File: config.mk
export PLATFORM = sky130hd
export DESIGN_NAME = keypad_scanner
export DESIGN_NICKNAME = d
export VERILOG_FILES = /design/src/rtl/keypad_scanner.sv
export SDC_FILE = /design/constraint.sdc
export NUM_CORES = 1
export LEC_CHECK = 0
export BUFFER_PORTS_ARGS = -buffer_cell sky130_fd_sc_hd__buf_4
export CORE_MARGIN = 2
export CORE_UTILIZATION = 50
export DETAILED_ROUTE_END_ITERATION = 8
export GPL_ROUTABILITY_DRIVEN = 0
export PLACE_DENSITY_LB_ADDON = 0.12
export SETUP_SLACK_MARGIN = 0.05
export SYNTH_ARGS = -nofsm -noshare
export SYNTH_HDL_FRONTEND = slang
export SYNTH_SLANG_ARGS = --single-unit
File: constraint.sdc
create_clock -name clk -period 2.45 [get_ports clk]
set_clock_uncertainty 0.05 [all_clocks]
set_input_delay 0.49 -clock clk [delete_from_list [all_inputs] [get_ports clk]]
set_output_delay 0.49 -clock clk [all_outputs]
set_load 0.005 [all_outputs]
File: src/rtl/keypad_scanner.sv
// 4x4 matrix keypad scanner: one-hot row drive, synchronized column sense,
// press/release debounce and a one-cycle strobe carrying the accepted key code.
module keypad_scanner #(
  parameter int SCAN_DIV        = 50000,
  parameter int DEBOUNCE_CYCLES = 1000000
) (
  input  logic       clk,
  input  logic       rst,
  input  logic [3:0] cols,
  output logic [3:0] rows,
  output logic [3:0] key,
  output logic       key_valid,
  output logic       key_held
);

  localparam int DW = (SCAN_DIV > 1) ? $clog2(SCAN_DIV) : 1;
  localparam int CW = $clog2(DEBOUNCE_CYCLES + 1);

  localparam logic [DW-1:0] DWELL_LAST = DW'(SCAN_DIV - 1);
  localparam logic [CW-1:0] DEB_MAX    = CW'(DEBOUNCE_CYCLES);
  localparam logic [CW-1:0] DEB_LAST   = CW'(DEBOUNCE_CYCLES - 1);

  localparam logic [1:0] ST_SCAN     = 2'd0;
  localparam logic [1:0] ST_DEBOUNCE = 2'd1;
  localparam logic [1:0] ST_HELD     = 2'd2;

  logic [1:0]    state_q, state_d;
  logic [3:0]    colsMeta_q, colsSync_q;
  logic [3:0]    rows_q, rows_d;
  logic [DW-1:0] dwell_q, dwell_d;
  logic [CW-1:0] count_q, count_d;
  logic [3:0]    cand_q, cand_d;
  logic [3:0]    key_q, key_d;
  logic          keyValid_q, keyValid_d;
  logic          keyHeld_q, keyHeld_d;

  logic [3:0] rowsNext;
  logic       colsOneHot;

  function automatic logic [1:0] ohIdx(input logic [3:0] oh);
    logic [1:0] idx;
    case (oh)
      4'b0010: idx = 2'd1;
      4'b0100: idx = 2'd2;
      4'b1000: idx = 2'd3;
      default: idx = 2'd0;
    endcase
    return idx;
  endfunction

  // Index is {row, col}; row4 carries the *, 0, #, D keys.
  function automatic logic [3:0] keyCode(input logic [1:0] r, input logic [1:0] c);
    logic [3:0] code;
    case ({r, c})
      4'd0:    code = 4'd1;
      4'd1:    code = 4'd2;
      4'd2:    code = 4'd3;
      4'd3:    code = 4'd10;
      4'd4:    code = 4'd4;
      4'd5:    code = 4'd5;
      4'd6:    code = 4'd6;
      4'd7:    code = 4'd11;
      4'd8:    code = 4'd7;
      4'd9:    code = 4'd8;
      4'd10:   code = 4'd9;
      4'd11:   code = 4'd12;
      4'd12:   code = 4'd14;
      4'd13:   code = 4'd0;
      4'd14:   code = 4'd15;
      default: code = 4'd13;
    endcase
    return code;
  endfunction

  assign rowsNext   = {rows_q[2:0], rows_q[3]};
  assign colsOneHot = (colsSync_q != 4'b0000) && ((colsSync_q & (colsSync_q - 4'd1)) == 4'b0000);

  always_ff @(posedge clk) begin
    if (rst) begin
      colsMeta_q <= 4'b0000;
      colsSync_q <= 4'b0000;
    end else begin
      colsMeta_q <= cols;
      colsSync_q <= colsMeta_q;
    end
  end

  always_comb begin
    state_d    = state_q;
    rows_d     = rows_q;
    dwell_d    = dwell_q;
    count_d    = count_q;
    cand_d     = cand_q;
    key_d      = key_q;
    keyValid_d = 1'b0;
    keyHeld_d  = keyHeld_q;
    case (state_q)
      ST_SCAN: begin
        // Only the last dwell cycle is trusted; earlier ones cover settling and sync latency.
        if (dwell_q == DWELL_LAST) begin
          dwell_d = '0;
          if (colsOneHot) begin
            cand_d  = colsSync_q;
            count_d = CW'(1);
            state_d = ST_DEBOUNCE;
          end else begin
            rows_d = rowsNext;
          end
        end else begin
          dwell_d = dwell_q + DW'(1);
        end
      end
      ST_DEBOUNCE: begin
        if (count_q == DEB_MAX) begin
          key_d      = keyCode(ohIdx(rows_q), ohIdx(cand_q));
          keyValid_d = 1'b1;
          keyHeld_d  = 1'b1;
          count_d    = '0;
          state_d    = ST_HELD;
        end else if (colsSync_q == cand_q) begin
          count_d = count_q + CW'(1);
        end else begin
          rows_d  = rowsNext;
          count_d = '0;
          state_d = ST_SCAN;
        end
      end
      ST_HELD: begin
        if (colsSync_q != 4'b0000) begin
          count_d = '0;
        end else if (count_q == DEB_LAST) begin
          keyHeld_d = 1'b0;
          count_d   = '0;
          rows_d    = rowsNext;
          state_d   = ST_SCAN;
        end else begin
          count_d = count_q + CW'(1);
        end
      end
      default: begin
        state_d = ST_SCAN;
        rows_d  = 4'b0001;
        dwell_d = '0;
        count_d = '0;
      end
    endcase
  end

  always_ff @(posedge clk) begin
    if (rst) begin
      state_q    <= ST_SCAN;
      rows_q     <= 4'b0001;
      dwell_q    <= '0;
      count_q    <= '0;
      cand_q     <= 4'b0000;
      key_q      <= 4'b0000;
      keyValid_q <= 1'b0;
      keyHeld_q  <= 1'b0;
    end else begin
      state_q    <= state_d;
      rows_q     <= rows_d;
      dwell_q    <= dwell_d;
      count_q    <= count_d;
      cand_q     <= cand_d;
      key_q      <= key_d;
      keyValid_q <= keyValid_d;
      keyHeld_q  <= keyHeld_d;
    end
  end

  assign rows      = rows_q;
  assign key       = key_q;
  assign key_valid = keyValid_q;
  assign key_held  = keyHeld_q;

endmodule

# After elaboration in Yosys (flattened, before gate mapping)

Memories as Yosys holds them, arrays and structs flattened. A register that Yosys moved wholly into a read port is not among the register bits.
Cells that the tools add are included.

Flip-flop bits (word level): 56
ROM bits: 64
Output and inout port bits: 10
Memories kept: 1

$add $sub $neg: 3
Equal/unequal tests: 21
Multiplexer cells: 34
Bitwise gates (word level): 2
Reduce and logical (&&, ||, !) cells: 13

Memories:

| name            | depth | width | read ports | clocked after memory_dff | wr ports | RTL line | text |
|---|---|---|---|---|---|---|---|
| (no name shown) | 16    | 4     | 1          | 1                        | 0        | 54       | `case ({r, c})` |

Operators with widths:

| cell                                                             | number |
|---|---|
| 20-bit two-way mux                                               | 6 |
| 20-bit one-hot mux with 3 select lines                           | 1 |
| 20-bit == test (second input constant)                           | 2 |
| 16-bit one-hot mux with 2 select lines                           | 1 |
| 4-bit two-way mux                                                | 6 |
| 20-bit by 1-bit adder with 20-bit output (second input constant) | 1 |
| 2-bit two-way mux                                                | 10 |
| 2-bit one-hot mux with 3 select lines                            | 3 |
| 16-bit by 1-bit adder with 16-bit output (second input constant) | 1 |
| 16-bit == test (second input constant)                           | 1 |
| 16-bit two-way mux                                               | 1 |
| 2-bit != test (second input constant)                            | 8 |
| 4-bit one-hot mux with 3 select lines                            | 1 |
| 4-bit by 2-bit == test with 1-bit output (second input constant) | 2 |
| 4-bit by 3-bit == test with 1-bit output (second input constant) | 2 |
| 4-bit == test (second input constant)                            | 2 |
| 6-bit AND reduction                                              | 1 |
| 5-bit AND reduction                                              | 1 |
| 4-bit bitwise AND                                                | 1 |
| 4-bit == test                                                    | 1 |
| 4-bit zero test                                                  | 1 |
| 1-bit two-way mux                                                | 4 |
| 2-bit AND reduction                                              | 2 |
| 4-bit AND reduction                                              | 1 |
| other kinds (12)                                                 | 13 |

# Logic depth before layout (Yosys ltp)

Gate-level depths: netlist (run 1).

Depth after elaboration: 7
Mapped depth: 9
Gate-level depth less buffers: 8

# Least setup slack after synthesis (run 1)

OpenSTA, ideal clock, no wires.

Kind: register -> register
Start point: register dwell_q[10]
End point: register count_q[13]
Arrival: 2.228 ns
Data required time: 2.275 ns
Setup slack: 0.047 ns
Stages on the path, launching flop included: 9
Buffers on the path: 2
Cells stage by stage: dfxtp_1 > or4_1 > or4_1 > buf_2 > o21a_1 > buf_6 > nor4_1 > xnor2_1 > nor2_1

Word-level cells in the longest chain between the ends: 3

RTL lines:

| element                       | RTL line | text |
|---|---|---|
| start, declared               | 30       | `logic [DW-1:0] dwell_q, dwell_d;` |
| start signal, assigned        | 162      | `dwell_q <= dwell_d;` |
| 16-bit == test                | 100      | `if (dwell_q == DWELL_LAST) begin` |
| 2-bit != test (no line)       | -        |  |
| 2-bit AND reduction (no line) | -        |  |
| end signal, assigned          | 163      | `count_q <= count_d;` |
| end, declared                 | 31       | `logic [CW-1:0] count_q, count_d;` |

Every way passes these cells.
A chain may end at the register's enable or synchronous reset.

# Final worst setup path (run 1)

Same ends and word-level chain as after synthesis.

==> results of run 1 <==
==> metal layers <==
layer  up-vias  GRT usage (%)
li1       1313              -
met1      1184           26.2
met2        29           32.5
met3         2           6.59
met4         0           6.50
met5         -              0
==> metrics by stage <==
step,TNS [ns],cell area [sq um],hold WS [ns]
2_1_floorplan,0,3050,0.364
3_3_place_gp,0,3370,0.371
3_5_place_dp,-0.112,3370,0.382
4_1_cts,0,3580,0.303
5_1_grt,-0.174,3630,0.314
6_report,0,3630,0.319
==> path summary, 6_finish.rpt <==
path | start | to | slack, ns
worst max-delay path | dwell_q[10] | count_q[13] | 0.06
worst min-delay path | cols[2] | colsMeta_q[2] | 0.32
worst max register to register | dwell_q[10] | count_q[13] | 0.06
worst min register to register | colsMeta_q[0] | colsSync_q[0] | 0.40
==> critical path: stages, from the launching register on <==
cell and delay [ns]:
dfxtp_1 0.31, or4_1 0.51, or4_4 0.53, o21a_2 0.33, nor4_2 0.35, xnor2_1 0.15, nor2_1 0.06
==> state kept, by name (all words and copies together), names as in the netlist <==
register and cells:
state_q 2, colsSync_q 4, dwell_q 16, colsMeta_q 4, rows 4, key 4
cand_q 4, key_valid 1, key_held 1, count_q 20
==> area by class of cell <==
type	instances	area, sq um
Clock inverter	2	35.0
Fill cell	529	2290
Sequential cell	60	1200
Inverter	9	33.8
Timing Repair Buffer	39	309
Tap cell	75	93.8
Clock buffer	12	155
Multi-Input combinational cell	273	1800
==> power breakdown <==
| part | switching, W | leakage, nW | internal, W |
|---|---|---|---|
| Sequential | 0.0000242 | 0.486 | 0.00100 |
| Clock | 0.000351 | 0.0983 | 0.000512 |
| Combinational | 0.000108 | 0.823 | 0.0000880 |
| Total | 0.000483 | 1.41 | 0.00160 |
==> cell families after synthesis <==
kind of cell | synth area share, %
xor gates and xnor gates | 10.3
buffers and inverters | 3.08
and+or+nand+nor | 29.7
adders and majority gates | 5.34
AOI/OAI and AO/OA | 8.17
muxes | 3.98
DFF | 39.4
==> timing repair <==
| item | 4_1_cts | 5_1_grt |
|---|---|---|
| gates resized for setup | 4 | 7 |
| setup buffers | 0 | 2 |
| pin swaps | 0 | 1 |
| cloned | 0 | 0 |
| endpoints found under the setup margin | 6 | 25 |
==> cells in the final DEF, fill, tap and decap left out, drive strengths merged, types with 13 or more instances in the layout <==
cell / netlist / final
xor2: 23 / 23
xnor2: 13 / 13
dfxtp: 60 / 60
ha: 13 / 13
nor2: 54 / 54
buf: 4 / 39
nor3: 13 / 13
nand2: 23 / 23
nand3: 23 / 23
==> impl_metrics.csv, run 1 <==
group,metric,value,unit
synth,post-synth-top-area-cell,"dfxtp_1",
power,finalPower,0.00208,W
cts,cts_htree_levels,3,
timing,setup_repair_after_global_routing_missed_its_margin,"true",
synth,netlist-cell-type-count,46,
synth,syn_avg_cell_area,8.59,sq um
synth,synth-edff-count,0,
timing,slew_headroom,71.7,%
cts,tritoncts,"built",
worst_setup_path,critical_path.startpoint_type,"flop",
die,die_height,82.1,um
route,detail_route.iter0.violations,94,
die,std_cell_rows,28,
timing,achievable-frequency,0.419,GHz
timing,worst_slew_pin_slew,0.419,ns
route,vias,2528,
route,routed_wire_length_per_instance,13.0,um
cts,ctsHoldBuffers,0,
route,met2_wl_post_dr,2770,um
grt,grt_antenna_before_repair,0,
cts,clock_insertion_delay_worst_skew,0.33,ns
route,ant_nets,0,
cts,clock_tree.buffer_depth,2,
synth,area_of_the_mapped_netlist,0.00305,sq mm
die,ios,16,
place,dpl_worst_slack,-0.0408,ns
timing,timing_max_transition_violations_final,0,
grt,grt_max_degree,33,
die,die-width,82.1,um
place,place_inst,454,
grt,gr-usage-all-layers,20.4,%
synth,synth.yosys.seq_area_share,39.4,%
die,initial_core_util,51.5,%
run_status,run_status,"completed",
synth,synthesis.nets,374,
route,met3_length,191,um
layout,finish.cell_count_without_fillers,470,
layout,finalCoreUtilization,61.3,%
worst_setup_path,timing.critical_path.arrival,2.56,ns
route,drt_first_pass_iters,4,
synth,synth_top_area_share,39.4,%
route,detail_route.vias_per_cell,5.38,
power,peakVddDrop,355,uV
synth,synthesis.yosys.warnings,0,
place,place.detailed.hpwl,4330,um
synth,synth-async-reset-ratio,0,%
synth,number_of_instances_in_the_synthesized_netlist,355,
place,buffer_ports.inserted,15,
route,topRoutingLayerUsed,"met4",
grt,overflow,0,
worst_setup_path,critPathKind,"reg2reg",
worst_setup_path,critPathCaptureType,"flop",
synth,synth_top_cells_by_area,"dfxtp_1, nor2_1, xor2_1, ha_1, nand3_1",
grt,grt_pass1_wl,10500,um
grt,via_count_of_the_first_global_routing_pass,2377,
synth,synthTopCellsByCount,"dfxtp_1, nor2_1, nand2_1, nand3_1, xor2_1",
power,p_leak,1.41,nW
cts,number_of_clock_buffers_inserted_by_tritoncts,9,
worst_hold_path,hold_depth,2,
worst_hold_path,hold_path_class,"in2reg",
cts,cts.clk_slew.worst_paths,0.06,ns
timing,hold_violations,0,
cts,numClockSinks,60,
timing,final.period_utilization,97.4,%
timing,finalCriticalPeriod,2.39,ns
layout,area.growth.synth_to_final,19.0,%
worst_setup_path,cp.required,2.63,ns
layout,drive_gt1_share,17.0,%
die,die_area,0.00674,sq mm
route,detail_route.wirelength,6120,um
power,power.density,575,mW/mm^2
synth,synth_most_common_cell,"dfxtp_1",
layout,nNetsFinal,411,
timing,setup_viol,0,
run,drv_cap,0,
timing,setup_slack,0.0626,ns
layout,antenna-diode-count,0,
synth,synth_seq_cells,60,
worst_setup_path,rr_worst_depth,6,
worst_setup_path,critical_path.max_fanout,11,
die,fp.coreArea,0.00592,sq mm
cts,ctsRootBufferMaster,"clkbuf_8",
route,drc,0,
synth,synth-main-ff-cell,"dfxtp_1",
route,routedLengthMet1,3130,um
(Power assumes the default switching activity.)
==> run 2: changes to the inputs <==
Settings changed: SETUP_SLACK_MARGIN 0.05 to 0.1.
==> run 2 against run 1 <==
  * Wire length increased by 4.2%
  * Clock power decreased by 0.6%
  * Setup slack got worse by 0.013 ns
  * Die area unchanged
  * Via count rose by 2.2%
  * Count of clock-buffer cells in the layout fell by 1
  * Fmax shrank 0.55%
  * Combinational power about the same
  * Cell area rose by 1.2%
  * Hold slack lost 0.015 ns
  * Register-to-register slack is essentially flat
  * Largest cell class unchanged
  * Highest routed layer unchanged
==> impl_metrics.csv, run 2 (same netlist as run 1, synthesis figures left out) <==
group,metric,value,unit
power,power.share.switching,25.3,%
layout,layout.cells.most_common,"dfxtp_1",
worst_setup_path,capturing_point_of_the_worst_reg2reg_path,"count_q[10]",
grt,gr-usage-all-layers,20.6,%
power,power.density,567,mW/mm^2
die,die_area,0.00674,sq mm
timing,achievable-frequency,0.417,GHz
route,vias,2584,
worst_hold_path,timing.hold.worst.start,"cols[0]",
worst_setup_path,r2r_start,"dwell_q[12]",
place,place.detailed.hpwl,4340,um
cts,tritoncts,"built",
cts,clock_tree.buffer_depth,2,
place,dpl_worst_slack,-0.0321,ns
worst_setup_path,timing.critical_path.arrival,2.58,ns
layout,post-route-cell-area,0.00367,sq mm
route,detail_route.iter0.violations,159,
timing,finalCriticalPeriod,2.40,ns
die,die_height,82.1,um
cts,cts.clk_slew.worst_paths,0.07,ns
run_status,run_status,"completed",
worst_setup_path,critPathCaptureType,"flop",
worst_setup_path,cp.required,2.63,ns
route,drc,0,
die,die-width,82.1,um
route,detail_route.vias_per_cell,5.42,
power,sequential_group_share_of_total_power,49.2,%
layout,drive_gt1_share,18.7,%
layout,antenna-diode-count,0,
run,drv_cap,0,
cts,number_of_clock_buffers_inserted_by_tritoncts,9,
die,fp.coreArea,0.00592,sq mm
cts,numClockSinks,60,
layout,nFillCells,518,
cts,ctsRootBufferMaster,"clkbuf_8",
timing,hold_violations,0,
timing,setup_slack,0.0494,ns
timing,worst_slew_pin_slew,0.477,ns
timing,slew_headroom,67.9,%
layout,nNetsFinal,416,
timing,setup_repair_after_global_routing_missed_its_margin,"true",
timing,holdWs,0.304,ns
power,peakVddDrop,395,uV
place,buffer_ports.inserted,15,
layout,largest_register_ff_count,20,
route,met2_wl_post_dr,2820,um
timing,final.period_utilization,98.0,%
route,topRoutingLayerUsed,"met4",
power,clock_power_share,41.2,%
timing,timing_max_transition_violations_final,0,
place,post_dp_cell_area,0.00341,sq mm
worst_hold_path,min_delay_worst_endpoint,"colsMeta_q[0]",
die,initial_core_util,51.5,%
worst_setup_path,critical_path.startpoint_type,"flop",
die,std_cell_rows,28,
route,detail_route.wirelength,6380,um
layout,largest_registers,"count_q: 20 flops, dwell_q: 16 flops",
grt,grt_max_degree,33,
layout,most-common-layout-cells,"dfxtp_1, nor2_1, buf_4",
timing,setup_viol,0,
worst_setup_path,critPathKind,"reg2reg",
cts,cts_htree_levels,3,
route,ant_nets,0,
route,drt_first_pass_iters,5,
worst_setup_path,worst-r2r-setup-slack,0.05,ns
route,routedLengthMet1,3190,um
worst_hold_path,hold_depth,2,
grt,via_count_of_the_first_global_routing_pass,2403,
power,comb_power_share,9.6,%
layout,finalCoreUtilization,62.0,%
grt,grt_antenna_before_repair,0,
cts,ctsHoldBuffers,0,
worst_setup_path,critical_path.max_fanout,11,
power,p_leak,1.44,nW
power,p_int,0.00155,W
die,ios,16,
layout,area.growth.synth_to_final,20.5,%
power,net-switching-power,0.000527,W
grt,overflow,0,
route,met3_length,256,um
grt,grt_pass1_wl,10600,um
worst_setup_path,rr_worst_depth,6,
worst_hold_path,hold_path_class,"in2reg",
layout,registers.top_by_ff_count,"count_q",
route,routed_wire_length_per_instance,13.4,um
cts,clock_insertion_delay_worst_skew,0.34,ns
run 2: repair_timing:
action | CTS | global route
endpoints found under the setup margin | 24 | 26
buffers inserted | 4 | 1
pin swaps | 0 | 2
gates resized for setup | 5 | 4
run 2: worst max-delay path by stage:
stage	startpoint	to	slack [ns]	depth (start not counted)
finish	dwell_q[12]	count_q[10]	0.05	6
global route	dwell_q[12]	count_q[10]	-0.04	6
CTS	dwell_q[10]	rows[0]	0.07	7
detailed placement	dwell_q[10]	count_q[10]	-0.03	6
global placement	dwell_q[10]	count_q[13]	0.02	6
floorplan	dwell_q[10]	count_q[7]	0.08	8
run 2: layer usage:
metal | up-vias | track usage [%]
li1 | 1324 | -
met1 | 1190 | 26.5
met2 | 55 | 32.5
met3 | 15 | 5.49
met4 | 0 | 8.83
met5 | - | 0
run 2: metrics by stage:
stage / std cells / setup TNS, ns / power (W)
final: 477 / 0 / 0.00208
after global routing: 477 / -0.0478 / 0.00216
after CTS: 476 / 0 / 0.00209
after detailed placement: 456 / -0.0861 / 0.00123
after global placement: 456 / 0 / 0.00123
after floorplan: 355 / 0 / 0.00117
run 2: power by group through the flow:
| stage | combinational, W | clock (W) | sequential (W) |
|---|---|---|---|
| final | 0.000199 | 0.000858 | 0.00102 |
| after global routing | 0.000223 | 0.000915 | 0.00103 |
| after CTS | 0.000199 | 0.000866 | 0.00102 |
| after detailed placement | 0.000185 | 0 | 0.00105 |
| after global placement | 0.000184 | 0 | 0.00104 |
| after floorplan | 0.000131 | 0 | 0.00104 |
run 2: area by class of cell:
cell class                      instances  area (sq um)  share of cell area [%]
Clock buffer                           11           131                    3.58
Clock inverter                          5          52.6                    1.43
Inverter                                9          33.8                   0.920
Multi-Input combinational cell        273          1830                    49.7
Sequential cell                        60          1200                    32.7
Tap cell                               75          93.8                    2.56
Timing Repair Buffer                   44           334                    9.10
run 2: worst max-delay path, cell delays in order (launching register included):
cell and delay, ns:
dfxtp_1 0.31, or4_1 0.51, or4_4 0.53, o21a_2 0.33, nor4_2 0.33, xnor2_1 0.17, nor2_1 0.07
